==> src/rtl/div_pkg.sv <==
// Shared types and defaults for the sequential restoring divider.
package div_pkg;
    localparam int DIV_WIDTH = 4;
    localparam int DIV_CNT_W = $clog2(DIV_WIDTH);

    typedef enum logic [1:0] {
        IDLE,
        RUN,
        DONE
    } state_t;
endpackage

==> src/rtl/div_step.sv <==
// One combinational restoring step: shift in a dividend bit, trial-subtract the divisor, keep or restore.
module div_step #(
    parameter int WIDTH = 4
) (
    input  logic [WIDTH:0]   rem_in,
    input  logic             bit_in,
    input  logic [WIDTH-1:0] divisor,
    output logic [WIDTH:0]   rem_out,
    output logic             q_bit
);
    logic [WIDTH+1:0] shifted;
    logic [WIDTH+1:0] trial;

    assign shifted = {rem_in, bit_in};
    assign trial   = shifted - {2'b00, divisor};
    // Partial remainder is always below the divisor, so the top trial bit is a clean borrow flag.
    assign q_bit   = ~trial[WIDTH+1];
    assign rem_out = q_bit ? trial[WIDTH:0] : shifted[WIDTH:0];
endmodule

==> src/rtl/restoring_divider.sv <==
// Sequential restoring divider: WIDTH-cycle result (1 cycle on divide-by-zero), start taken in IDLE/DONE, ignored while busy.
// SIGNED_DIV_EN selects two's complement operands/results; the default build is unsigned only.
module restoring_divider
    import div_pkg::*;
#(
    parameter int WIDTH = DIV_WIDTH
) (
    input  logic             clk,
    input  logic             rst,
    input  logic             start,
    input  logic [WIDTH-1:0] dividend,
    input  logic [WIDTH-1:0] divisor,
    output logic             busy,
    output logic             done,
    output logic [WIDTH-1:0] quotient,
    output logic [WIDTH-1:0] remainder,
    output logic             div_by_zero
);
    localparam int CNT_W = $clog2(WIDTH);

    state_t           state;
    logic [CNT_W-1:0] cnt;
    logic [WIDTH:0]   prem;
    logic [WIDTH-1:0] shreg;
    logic [WIDTH-1:0] dsr;

    logic [WIDTH-1:0] a_mag;
    logic [WIDTH-1:0] b_mag;
    logic [WIDTH:0]   st_rem_in;
    logic [WIDTH:0]   st_rem_out;
    logic [WIDTH-1:0] st_div;
    logic             st_bit;
    logic             st_q;
    logic             loading;
    logic [WIDTH-1:0] q_u;
    logic [WIDTH-1:0] res_q;
    logic [WIDTH-1:0] res_r;

`ifdef SIGNED_DIV_EN
    logic neg_q;
    logic neg_r;

    assign a_mag = dividend[WIDTH-1] ? (~dividend + WIDTH'(1)) : dividend;
    assign b_mag = divisor[WIDTH-1]  ? (~divisor  + WIDTH'(1)) : divisor;
    assign res_q = neg_q ? (~q_u + WIDTH'(1)) : q_u;
    assign res_r = neg_r ? (~st_rem_out[WIDTH-1:0] + WIDTH'(1)) : st_rem_out[WIDTH-1:0];
`else
    assign a_mag = dividend;
    assign b_mag = divisor;
    assign res_q = q_u;
    assign res_r = st_rem_out[WIDTH-1:0];
`endif

    // The accepting edge already performs step 0 on the incoming operands, so RUN lasts WIDTH-1 cycles.
    assign loading   = (state != RUN);
    assign st_rem_in = loading ? '0 : prem;
    assign st_bit    = loading ? a_mag[WIDTH-1] : shreg[WIDTH-1];
    assign st_div    = loading ? b_mag : dsr;
    assign q_u       = {shreg[WIDTH-2:0], st_q};

    div_step #(.WIDTH(WIDTH)) u_step (
        .rem_in  (st_rem_in),
        .bit_in  (st_bit),
        .divisor (st_div),
        .rem_out (st_rem_out),
        .q_bit   (st_q)
    );

    always_ff @(posedge clk) begin
        if (rst) begin
            state       <= IDLE;
            busy        <= 1'b0;
            done        <= 1'b0;
            quotient    <= '0;
            remainder   <= '0;
            div_by_zero <= 1'b0;
            cnt         <= '0;
            prem        <= '0;
            shreg       <= '0;
            dsr         <= '0;
`ifdef SIGNED_DIV_EN
            neg_q       <= 1'b0;
            neg_r       <= 1'b0;
`endif
        end else begin
            case (state)
                IDLE, DONE: begin
                    state <= IDLE;
                    busy  <= 1'b0;
                    done  <= 1'b0;
                    if (start) begin
                        if (divisor == '0) begin
                            state       <= DONE;
                            done        <= 1'b1;
                            quotient    <= '1;
                            remainder   <= dividend;
                            div_by_zero <= 1'b1;
                        end else begin
                            state <= RUN;
                            busy  <= 1'b1;
                            prem  <= st_rem_out;
                            shreg <= {a_mag[WIDTH-2:0], st_q};
                            dsr   <= b_mag;
                            cnt   <= CNT_W'(1);
`ifdef SIGNED_DIV_EN
                            neg_q <= dividend[WIDTH-1] ^ divisor[WIDTH-1];
                            neg_r <= dividend[WIDTH-1];
`endif
                        end
                    end
                end
                RUN: begin
                    prem  <= st_rem_out;
                    shreg <= q_u;
                    if (cnt == CNT_W'(WIDTH-1)) begin
                        state       <= DONE;
                        busy        <= 1'b0;
                        done        <= 1'b1;
                        quotient    <= res_q;
                        remainder   <= res_r;
                        div_by_zero <= 1'b0;
                    end else begin
                        cnt <= cnt + CNT_W'(1);
                    end
                end
                default: state <= IDLE;
            endcase
        end
    end
endmodule

==> config.mk <==
export PLATFORM = sky130hd
export DESIGN_NAME = restoring_divider
export DESIGN_NICKNAME = d
export VERILOG_FILES = /design/src/rtl/div_pkg.sv /design/src/rtl/div_step.sv /design/src/rtl/restoring_divider.sv
export SDC_FILE = /design/constraint.sdc
export NUM_CORES = 1
export LEC_CHECK = 0
export CAP_MARGIN = 10
export CORE_MARGIN = 2
export CORE_UTILIZATION = 55
export CTS_BUF_LIST = sky130_fd_sc_hd__clkbuf_8
export CTS_CLUSTER_DIAMETER = 40
export CTS_CLUSTER_SIZE = 10
export DETAILED_ROUTE_END_ITERATION = 6
export GPL_TIMING_DRIVEN = 0
export PLACE_DENSITY = 0.91
export SYNTH_ARGS = -nofsm -noshare
export SYNTH_HDL_FRONTEND = slang
export SYNTH_HIERARCHICAL = 1
export SYNTH_SLANG_ARGS = --single-unit
==> constraint.sdc <==
create_clock -name clk -period 6.8 [get_ports clk]
set_clock_uncertainty 0.05 [all_clocks]
set_input_delay 1.36 -clock clk [delete_from_list [all_inputs] [get_ports clk]]
set_output_delay 1.36 -clock clk [all_outputs]
set_load 0.005 [all_outputs]
[Yosys cells after proc, flatten, opt, wreduce, memory -nomap -nowiden]
Index checks and enable logic that the tools add are counted.
Word-level totals
  flip-flop bits (word level): 28
  input bits: 11
  word-level logic and storage cells: 69
  output and inout port bits: 11
Cells by class
  equality and inequality tests: 9
  reduce and logical (&&, ||, !) cells: 9
  bitwise logic cells: 2
  mux-type cells: 37
  $add $sub $neg: 2
Operators by type and width (number)
  4-bit two-way mux: 9
  4-bit one-hot mux with 2 select lines: 3
  5-bit two-way mux: 4
  2-bit two-way mux: 6
  2-bit inequality test (second input constant): 5
  5-bit one-hot mux with 2 select lines: 1
  1-bit two-way mux: 9
  2-bit one-hot mux with 2 select lines: 2
  4-bit AND reduction: 2
  1-bit one-hot mux with 2 select lines: 3
  3-bit AND reduction: 2
  6-bit by 4-bit subtractor with 6-bit output: 1
  2-bit equality test (second input constant): 2
  4-bit zero test: 1
  2-bit by 1-bit adder with 2-bit output (second input constant): 1
  2-bit by 1-bit equality test with 1-bit output (second input constant): 1
  2-bit zero test: 1
  2-bit by 1-bit inequality test with 1-bit output (second input constant): 1
  1-bit inverter: 2
  2-bit AND reduction: 1
  2-bit nonzero test: 1
  2-bit OR reduction: 1

[Depth between registers and ports, before layout]
Gate-level depths: netlist (run 1).
  depth in word-level cells: 7
  depth in mapped cells: 15
  depth with buffers taken out: 13

[Modules after synthesis]
Netlist (run 1), hierarchy kept.
By module, submodules not included
  restoring_divider: area an instance 1293.7 µm², cells each 157, seq. area each 560.5 µm², instances 1
  div_step: area an instance 344.1 µm², cells each 37, seq. area each 0.0 µm², instances 1

[Worst setup path after synthesis (run 1)]
OpenSTA, ideal clock, no wires.
  path kind: input-to-reg
  from: input divisor[2]
  to: register remainder[0]
  path slack: 3.713 ns
  stages: 11
  data required time: 6.659 ns
  setup time: 0.091 ns
  arrival: 2.946 ns
  path buffers: 0
  cells stage by stage: nand2_1 > nand2_1 > inv_1 > ha_1 > nor2_2 > a21oi_4 > a21boi_4 > xnor2_4 > mux2i_1 > nand2_1 > a311oi_1
On the way
  cells in the longest elaborated chain, start to end: 5
  elaborated cells on any way between the ends: 8
  those cells by class: add/sub: 1; eq/ne: 1; mux: 4; reduce/logical: 2
Ends and longest elaborated chain
  from (decl): line restoring_divider.sv:12  | input logic [WIDTH-1:0] divisor,
  4-bit two-way mux: line restoring_divider.sv:58  | assign st_div = loading ? b_mag : dsr;
  named net st_div[2]: line restoring_divider.sv:31  | logic [WIDTH-1:0] st_div;
  6-bit by 4-bit subtractor with 6-bit output: line div_step.sv:15  | assign trial = shifted - {2'b00, divisor};
  5-bit two-way mux: line div_step.sv:18  | assign rem_out = q_bit ? trial[WIDTH:0] : shifted[WIDTH:0];
  named net st_rem_out[0]: line restoring_divider.sv:30  | logic [WIDTH:0] st_rem_out;
  4-bit two-way mux: line restoring_divider.sv:115  | if (cnt == CNT_W'(WIDTH-1)) begin
  4-bit one-hot mux with 2 select lines: line restoring_divider.sv:86  | case (state)
  to (signal assigned): line restoring_divider.sv:96  | remainder <= dividend;
  to (signal assigned): line restoring_divider.sv:120  | remainder <= res_r;
  to (decl): line restoring_divider.sv:16  | output logic [WIDTH-1:0] remainder,
The timed path passes the listed nets, and every way through them passes these cells. The select of a mux whose other input is x is not followed.
A chain may end at the register's enable or synchronous reset.

[Final worst setup path (run 1)]
Same ends and word-level chain as after synthesis.

==> results by group, run 1 <==
Outcome
  • Status: finished, final reports clean

GRT
  • GR Util met1: 0.316
  • Largest net degree at the start of global routing: 17
  • Global-route wire length before repair: 6290 um
  • GRT overflow: 0
  • GRT Util Overall: 0.236
  • Vias in the first global route: 1,370
  • GR peak layer: met2
  • Met2 GRT Util: 0.401
  • Initial antenna violation count: 0
  • GR Util met3: 0.0352

CTS
  • Worst-Skew Late Latency: 0.28 ns
  • CTS buffer count: 3
  • Cts hold-fix bufs: 0
  • Reg clk slew, reported paths: 0.09 ns
  • H-tree levels: 1
  • CTS sink cnt: 28
  • CTS resizes: 0
  • Postcts setup bufs: 0
  • Clock root buffer: clkbuf_8
  • CTS tree: done
  • Bufs on Longest Clock Path: 2

Synthesis
  • Flip-flop and latch count after synthesis: 28
  • Largest cells by area after synthesis: dfxtp_1, nand2_1, nand2b_1, a211oi_1, mux2i_1
  • Syn Area/Cell: 8.44 um^2
  • Post-synth EDFFs: 0
  • Ys flop type: dfxtp_1
  • Synth area leader: dfxtp_1
  • Library cells used by synthesis: 38
  • Syn Std Cell Area: 0.00164 mm^2
  • Asr flop ratio synth: 0
  • Yosys top cell area share: 0.342
  • Sequential area share after synthesis: 0.342
  • Syn_nets: 211
  • Yosys warns: 6
  • Syn Inst Count: 194

Timing
  • RSZ-0062 raised after global routing: no
  • Hold Vio Cnt, Final: 0
  • Final worst slack: 3.27 ns
  • Total Neg Setup Slack: 0 ns
  • Slew @ Worst Pin: 0.457 ns
  • F_max: 283 MHz
  • Max-slew headroom: 0.695
  • Pins Over Slew Limit: 0
  • Final period utilization: 0.520
  • Endpoints failing setup: 0
  • Crit path time final: 3.53 ns

Cells and area
  • Fraction of layout cells with a size suffix above 1: 0.0913
  • Area delta synth->final: 19.6%
  • ANT cells: 0
  • Post-Layout Cell Count: 250
  • Post-layout net count: 237

Pwr
  • Pwr Total: 407 uW
  • Sw Ratio: 0.272
  • Comb power frac: 0.233
  • Net Sw Power: 111 uW
  • Maximum VDD drop: 0.157 mV
  • Clock power frac: 0.324
  • Cell Int Power: 297 uW
  • Leak: 0.000769 uW
  • PwrDens: 208 mW/mm^2
  • Reg power frac: 0.443

Min path
  • HP Class: reg2reg

Routing
  • Post-Route WL: 3670 um
  • DRC: 0
  • Drt first pass iters: 5
  • DR iter-0 viols: 65
  • Vias: 1,452
  • Final antenna-violating net count: 0
  • Via density per instance: 5.81
  • Wire length per cell: 14.7 um

Critical path
  • FF-to-FF Start: state[0]$_SDFFE_PP0P_
  • CP arrival: 3.68 ns
  • Setup crit start kind: input pin
  • Critical path type: in2reg
  • FF-to-FF setup slack: 3.65 ns
  • Peak fanout along the critical path: 5
  • Crit path required time: 6.95 ns
  • Crit path capture type: flip-flop
  • FF-to-FF path depth: 14
  • Critical Path End: remainder[0]$_SDFFE_PP0P_
  • Worst Setup SP: divisor[2]
  • FF-to-FF End: remainder[0]$_SDFFE_PP0P_

Floorplan
  • Die ar.: 0.00343 mm^2
  • # IOs: 22
  • Die H: 58.6 um
  • CORE AREA: 0.00278 mm^2
  • Initial core utilization: 0.589
  • Die Wd: 58.6 um
  • Row count: 19

Placement
  • Post-DP HPWL: 2730 um
  • Post-Place Cells: 246
  • GPL Wtd Cong: 0.794
  • # port buffers: 21
  • Post-Place Setup Slack: 2.99 ns

Run
  • Max_cap viols: 0
-- flip-flops by register name, indices dropped and copies added, names as in the netlist --
signal	flops
prem	5
dsr	4
quotient	4
remainder	4
shreg	4
cnt	2
state	2
busy	1
div_by_zero	1
done	1
-- worst min-delay path by stage --
stage,start,end,slack [ns],cells past startpoint
2_1_floorplan,prem[0]$_SDFFE_PP0P_,prem[0]$_SDFFE_PP0P_,0.40,2
3_3_place_gp,div_by_zero$_SDFFE_PP0P_,div_by_zero$_SDFFE_PP0P_,0.39,2
3_5_place_dp,dsr[3]$_SDFFE_PP0P_,dsr[3]$_SDFFE_PP0P_,0.42,2
4_1_cts,dsr[3]$_SDFFE_PP0P_,dsr[3]$_SDFFE_PP0P_,0.43,2
5_1_grt,prem[3]$_SDFFE_PP0P_,prem[3]$_SDFFE_PP0P_,0.45,2
6_report,dsr[3]$_SDFFE_PP0P_,dsr[3]$_SDFFE_PP0P_,0.44,2
-- cell usage in the layout (no fill, tap or decap), drive strengths merged, types with 2 or more instances in the layout --
cell and n:
nand2 31, dfxtp 28, clkdlybuf4s50 21, nor2 19, nand2b 17, a21oi 14
a211oi 12, clkbuf 10, mux2i 7, o21ai 7, and2 5, ha 5
inv 5, buf 5, a311oi 4, nor3 4, nor2b 3, nand3b 3
a2111oi 3, mux2 2
-- kinds of logic (layout without fill, tap and decap cells) --
logic type | after synthesis | after routing | share of synthesized area
flops | 28 | 28 | 0.342
xor+xnor | 2 | 2 | 0.0222
fa+ha+maj | 6 | 6 | 0.0504
simple gates | 87 | 87 | 0.278
compound gates | 45 | 45 | 0.202
buf+inv | 17 | 42 | 0.0443
mux | 9 | 9 | 0.0611
-- layer usage --
metal | vias to the layer above | part of all wire | wire (um)
li1 | 724 | - | -
met1 | 668 | 0.43 | 1570
met2 | 55 | 0.49 | 1800
met3 | 5 | 0.072 | 266
met4 | 0 | 0.0074 | 27
met5 | - | 0 | 0
-- Yosys cell counts, drive strengths merged, types with 2 or more instances --
| cell type | count |
|---|---|
| o21ai | 7 |
| mux2 | 2 |
| buf | 5 |
| nor3 | 4 |
| nand3b | 3 |
| dfxtp | 28 |
| a21oi | 14 |
| clkbuf | 7 |
| ha | 5 |
| nor2 | 19 |
| a2111oi | 3 |
| a311oi | 4 |
| and2 | 5 |
| nor2b | 3 |
| a211oi | 12 |
| nand2 | 31 |
| nand2b | 17 |
| inv | 5 |
| mux2i | 7 |
-- through the flow --
stage / util / area, um^2 / hold WS (ns)
4_1_cts: 0.704 / 1960 / 0.432
3_3_place_gp: 0.678 / 1890 / 0.395
6_report: 0.704 / 1960 / 0.436
3_5_place_dp: 0.678 / 1890 / 0.418
2_1_floorplan: - / 1640 / 0.397
5_1_grt: 0.704 / 1960 / 0.454
-- worst max-delay path, cell delays in order --
cell and delay [ns]:
clkdlybuf4s50_1 0.53, nand2_1 0.07, nand2_1 0.07, inv_1 0.05, ha_1 0.34, nor2_2 0.19, a21oi_4 0.07, a21boi_4 0.23
xnor2_4 0.19, mux2i_1 0.26, nand2_1 0.08, a311oi_1 0.23
-- power groups by stage --
stage	clock network, uW	logic, uW	registers (uW)
finish	132	94.8	181
global route	139	106	182
CTS	132	94.4	181
detailed placement	0	93.3	184
global placement	0	90.8	184
floorplan	0	68.3	183
-- layout make-up --
| type | instances | area (um^2) |
|---|---|---|
| Multi-Input combinational cell | 149 | 1000 |
| Fill cell | 218 | 823 |
| Sequential cell | 28 | 561 |
| Timing Repair Buffer | 21 | 210 |
| Buffer | 12 | 53.8 |
| Clock buffer | 3 | 41.3 |
| Tap cell | 31 | 38.8 |
| Clock inverter | 1 | 30.0 |
| Inverter | 5 | 18.8 |
Power figures use the tool's default switching activity.
==> run 2: changes to the inputs <==
- CORE_UTILIZATION: 55 -> 51
- PLACE_DENSITY: 0.91 -> 0.89
- clock period: 6.8 -> 2.8 ns (I/O delays scaled with it)
==> run 2 against run 1 <==
Net effect: core utilization down 3.3 points; largest cell class unchanged; hold slack worse by 0.023 ns; highest routed layer unchanged; cell count up 6.8%.
==> results by group, run 2 (synthesis results as in run 1) <==
Floorplan
  • Die Wd: 60.7 um
  • Initial core utilization: 0.536
  • # IOs: 22
  • Row count: 20
  • Die H: 60.7 um
  • CORE AREA: 0.00305 mm^2
  • Die ar.: 0.00368 mm^2

Cells and area
  • Max reg flops: 5
  • Fraction of layout cells with a size suffix above 1: 0.135
  • Leading cell type in the layout, fill and taps excluded: nand2_1
  • Commonest cells after routing, fill and taps aside: nand2_1, dfxtp_1, clkdlybuf4s50_1
  • Util after Layout: 0.671
  • Area delta synth->final: 25.1%
  • ANT cells: 0
  • Post-layout net count: 241
  • Biggest register: prem
  • # fillers: 260

Placement
  • GPL Wtd Cong: 0.825
  • # port buffers: 21
  • Post-DP HPWL: 2670 um

CTS
  • CTS buffer count: 3
  • Reg clk slew, reported paths: 0.09 ns
  • H-tree levels: 1
  • CTS tree: done
  • Worst-Skew Late Latency: 0.28 ns
  • Bufs on Longest Clock Path: 2
  • Cts hold-fix bufs: 0
  • Clock root buffer: clkbuf_8
  • CTS sink cnt: 28

Pwr
  • Sw Ratio: 0.271
  • Comb power frac: 0.251
  • Pwr Total: 1010 uW
  • Clock power frac: 0.316
  • Maximum VDD drop: 0.271 mV
  • Leak: 0.000801 uW
  • Net Sw Power: 274 uW
  • PwrDens: 493 mW/mm^2
  • Reg power frac: 0.434
  • Cell Int Power: 737 uW

Timing
  • Crit path time final: 2.70 ns
  • Slew @ Worst Pin: 0.486 ns
  • RSZ-0062 raised after global routing: no
  • Pins Over Slew Limit: 0
  • Hold Vio Cnt, Final: 0
  • Final period utilization: 0.966
  • Max-slew headroom: 0.676
  • Worst hold slack: 0.413 ns
  • F_max: 370 MHz
  • Endpoints failing setup: 0
  • Total Neg Setup Slack: 0 ns

Routing
  • Vias: 1,447
  • Routed length on met1: 1740 um
  • Routed wl met2: 1820 um
  • Post-Route WL: 3740 um
  • Wire length per cell: 14.0 um
  • Met3 WL: 142 um
  • DRC: 0
  • Top Metal Used: met4
  • Via density per instance: 5.42
  • Drt first pass iters: 4
  • DR iter-0 viols: 74
  • Final antenna-violating net count: 0

Outcome
  • Status: finished, final reports clean

Critical path
  • Crit path required time: 2.94 ns
  • Crit path capture type: flip-flop
  • Critical Path End: remainder[0]$_SDFFE_PP0P_
  • FF-to-FF setup slack: 0.17 ns
  • Worst Setup SP: divisor[1]
  • CP arrival: 2.84 ns
  • Critical path type: in2reg
  • FF-to-FF Start: state[0]$_SDFFE_PP0P_
  • Setup crit start kind: input pin
  • Peak fanout along the critical path: 4
  • FF-to-FF path depth: 14
  • FF-to-FF End: remainder[0]$_SDFFE_PP0P_

GRT
  • Vias in the first global route: 1,290
  • GRT overflow: 0
  • Largest net degree at the start of global routing: 17
  • Global-route wire length before repair: 5920 um
  • GRT Util Overall: 0.215
  • Initial antenna violation count: 0

Min path
  • HP Class: reg2reg
  • Min-delay src: div_by_zero$_SDFFE_PP0P_

Run
  • Max_cap viols: 0
[run 2: cell types whose count changed in the layout (fill, tap and decap cells not counted), sizes merged]
cell / delta
buf: +6
clkbuf: -2
[run 2: metrics by stage]
step | instances | setup slack (ns) | cell area, um^2
6_report | 267 | 0.0962 | 2050
5_1_grt | 267 | 0.00146 | 2050
4_1_cts | 264 | 0.00246 | 2010
3_5_place_dp | 259 | -0.336 | 1900
3_3_place_gp | 259 | -0.316 | 1900
2_1_floorplan | 194 | 0.0832 | 1640
[run 2: area by class of cell]
type | instances | area [um^2] | share of cell area
multi-input cells | 149 | 1030 | 0.503
repair buffers | 26 | 248 | 0.121
clock buffers | 3 | 41.3 | 0.0202
plain buffers | 11 | 60.1 | 0.0293
clock inverters | 1 | 30.0 | 0.0147
well taps | 44 | 55.1 | 0.0269
inverters | 5 | 18.8 | 0.00916
flip-flops and latches | 28 | 564 | 0.276
[run 2: worst min-delay path by stage]
stage               cells after the start                  endpoint  slack (ns)
floorplan                               2      prem[0]$_SDFFE_PP0P_        0.40
global placement                        2  div_by_zero$_SDFFE_PP0P_        0.40
detailed placement                      2  div_by_zero$_SDFFE_PP0P_        0.40
CTS                                     2  div_by_zero$_SDFFE_PP0P_        0.42
global route                            1       cnt[0]$_SDFFE_PP0P_        0.46
finish                                  2  div_by_zero$_SDFFE_PP0P_        0.41
[run 2: routing by layer]
layer / track usage / vias to the layer above
met2: 0.350 / 44
met5: 0 / -
met1: 0.299 / 660
li1: - / 739
met4: 0.0652 / 0
met3: 0.0256 / 4
[run 2: power groups by stage]
stage	combinational, uW	clock [uW]	sequential [uW]
2_1_floorplan	166	0	444
3_3_place_gp	221	0	446
3_5_place_dp	228	0	447
4_1_cts	242	326	439
5_1_grt	275	345	442
6_report	254	319	438
[run 2: critical path, stage by stage]
cell and delay (ns):
clkdlybuf4s50_1 0.55, nand2_1 0.07, nand2_1 0.08, inv_1 0.07, ha_1 0.29, nand2b_2 0.08
a21oi_4 0.18, a21boi_4 0.10, xnor2_4 0.24, mux2i_1 0.26, nand2_1 0.08, a311oi_1 0.27
[run 2: what timing repair did]
| item | 4_1_cts | 5_1_grt |
|---|---|---|
| buffers inserted | 2 | 3 |
| pin swaps | 2 | 5 |
| gates resized for setup | 6 | 5 |
| setup endpoints to repair | 10 | 9 |
==> run 3: changes to the inputs <==
- CORE_UTILIZATION: 51 -> 55
- PLACE_DENSITY: 0.89 -> 0.91
- REMOVE_ABC_BUFFERS: not set -> 1
- clock period: 2.8 -> 2.53 ns (I/O delays scaled with it)
==> run 3 against run 2 <==
Net effect: the flow now finishes with violations (setup timing); setup slack worse by 0.16 ns; power is 22% higher; combinational power is 52% higher; cell count is 1.1% higher.
==> results by group, run 3 (synthesis results as in run 1) <==
Critical path
  • Critical path type: reg2reg
  • Crit path max-delay family: simple AND/OR/NAND/NOR gates
  • CP arrival: 2.72 ns
  • Buf+Inv Stages, Crit Path: 1
  • CP Cell Sequence: nor2b_4 -> buf_4 -> nand2_1 -> nand2_1 -> ha_4 -> nand2b_4 -> a21oi_4 -> a21boi_4 -> xnor2_4 -> mux2i_2 -> nand2_1 -> a311oi_2
  • Critical-path cell with the highest stage delay: dfxtp_4
  • Crit path required time: 2.66 ns
  • Worst path most repeated cell: nand2_1
  • CP peak stage delay: 0.40 ns
  • Crit path capture type: flip-flop
  • Setup crit start kind: flip-flop
  • Peak fanout along the critical path: 4

GRT
  • GRT Util Overall: 0.277
  • Largest net degree at the start of global routing: 35
  • Initial antenna violation count: 0
  • Global-route wire length before repair: 7180 um
  • GRT overflow: 0
  • Vias in the first global route: 1,514

Routing
  • Via density per instance: 6.37
  • DR iter-0 viols: 100
  • Final antenna-violating net count: 0
  • Post-Route WL: 5340 um
  • Drt first pass iters: 4
  • Wire length per cell: 19.8 um
  • Vias: 1,720
  • DRC: 0

Placement
  • Post-Place Setup Slack: -0.974 ns
  • Placed cell areas: 0.00183 mm^2
  • GPL Wtd Cong: 0.769
  • # port buffers: 21
  • Post-DP HPWL: 2420 um

Floorplan
  • CORE AREA: 0.00278 mm^2
  • Die ar.: 0.00343 mm^2
  • Die H: 58.6 um
  • Row count: 19
  • # IOs: 22
  • Die Wd: 58.6 um
  • Initial core utilization: 0.589

CTS
  • Worst-Skew Late Latency: 0.28 ns
  • Bufs on Longest Clock Path: 2
  • CTS tree: done
  • CTS buffer count: 3
  • Clock root buffer: clkbuf_8
  • H-tree levels: 1
  • CTS sink cnt: 28
  • Reg clk slew, reported paths: 0.10 ns
  • Cts hold-fix bufs: 0

Timing
  • F_max: 386 MHz
  • Slew @ Worst Pin: 1.17 ns
  • RSZ-0062 raised after global routing: yes
  • Crit path time final: 2.59 ns
  • Worst hold slack: 0.416 ns
  • Max-slew headroom: 0.215
  • Hold Vio Cnt, Final: 0
  • Final worst slack: -0.0607 ns
  • Endpoints failing setup: 3
  • Pins Over Slew Limit: 0
  • Final period utilization: 1.02

Run
  • Max_cap viols: 0

Pwr
  • PwrDens: 541 mW/mm^2
  • Pwr Total: 1230 uW
  • Maximum VDD drop: 0.422 mV
  • Leak: 0.000935 uW

Min path
  • HP Class: reg2reg

Cells and area
  • Leading cell type in the layout, fill and taps excluded: buf_4
  • Final non-filler cell area: 0.00228 mm^2
  • Multi-input gate area: 0.00113 mm^2
  • # fillers: 143
  • Commonest cells after routing, fill and taps aside: buf_4, nand2_1, dfxtp_1
  • Area delta synth->final: 39.1%
  • ANT cells: 0
  • Fraction of layout cells with a size suffix above 1: 0.280
  • Biggest register: prem
  • Register area: 568 um^2
  • Post-layout net count: 257
  • Max reg flops: 5

Outcome
  • Status: finished, violations left
  • Failing checks: setup timing
==> run 3: per-stage QoR <==
stage | std cells | util | TNS (ns)
floorplan | 182 | - | -2.73
global placement | 234 | 0.659 | -9.17
detailed placement | 234 | 0.659 | -9.81
CTS | 262 | 0.776 | 0
global route | 270 | 0.819 | -0.388
finish | 270 | 0.819 | -0.0932
==> run 3: repair_timing <==
action,4_1_cts,5_1_grt
pin swaps,7,11
endpoints found under the setup margin,11,16
cloned,1,0
buffers inserted,23,9
gates resized for setup,21,15
==> run 3: final timing paths <==
| kind | endpoint | slack, ns | from | cells after the start |
|---|---|---|---|---|
| setup reg to reg | remainder[0]$_SDFFE_PP0P_ | -0.06 | state[0]$_SDFFE_PP0P_ | 12 |
| hold reg to reg | div_by_zero$_SDFFE_PP0P_ | 0.42 | div_by_zero$_SDFFE_PP0P_ | 2 |
| hold / removal | div_by_zero$_SDFFE_PP0P_ | 0.42 | div_by_zero$_SDFFE_PP0P_ | 2 |
| setup / recovery | remainder[0]$_SDFFE_PP0P_ | -0.06 | state[0]$_SDFFE_PP0P_ | 12 |
==> run 3: worst reg2reg max path: stages (launching register included) <==
cell and delay [ns]:
dfxtp_4 0.40, nor2b_4 0.22, buf_4 0.16, nand2_1 0.07, nand2_1 0.15, ha_4 0.16, nand2b_4 0.13, a21oi_4 0.07
a21boi_4 0.22, xnor2_4 0.17, mux2i_2 0.31, nand2_1 0.11, a311oi_2 0.27
==> run 3: power breakdown <==
| part | switching [uW] | total (uW) | internal, uW |
|---|---|---|---|
| Clock | 147 | 359 | 212 |
| Sequential | 21.4 | 488 | 467 |
| Combinational | 194 | 386 | 192 |
==> run 3: final cells by class <==
cell class                 instances  area share
clock buffer                       3      0.0181
tap                               31      0.0170
timing repair buffer              52       0.197
multi-input combinational        150       0.498
inverter                           5     0.00824
sequential                        28       0.249
clock inverter                     1      0.0132
==> run 3: per-layer routing <==
layer | part of all wire | vias to the layer above | wire length, um | track usage
met5 | 0 | - | 0 | 0
met4 | 0.053 | 0 | 283 | 0.182
met3 | 0.062 | 32 | 330 | 0.0352
met2 | 0.49 | 116 | 2610 | 0.441
met1 | 0.40 | 799 | 2110 | 0.352
li1 | - | 773 | - | -
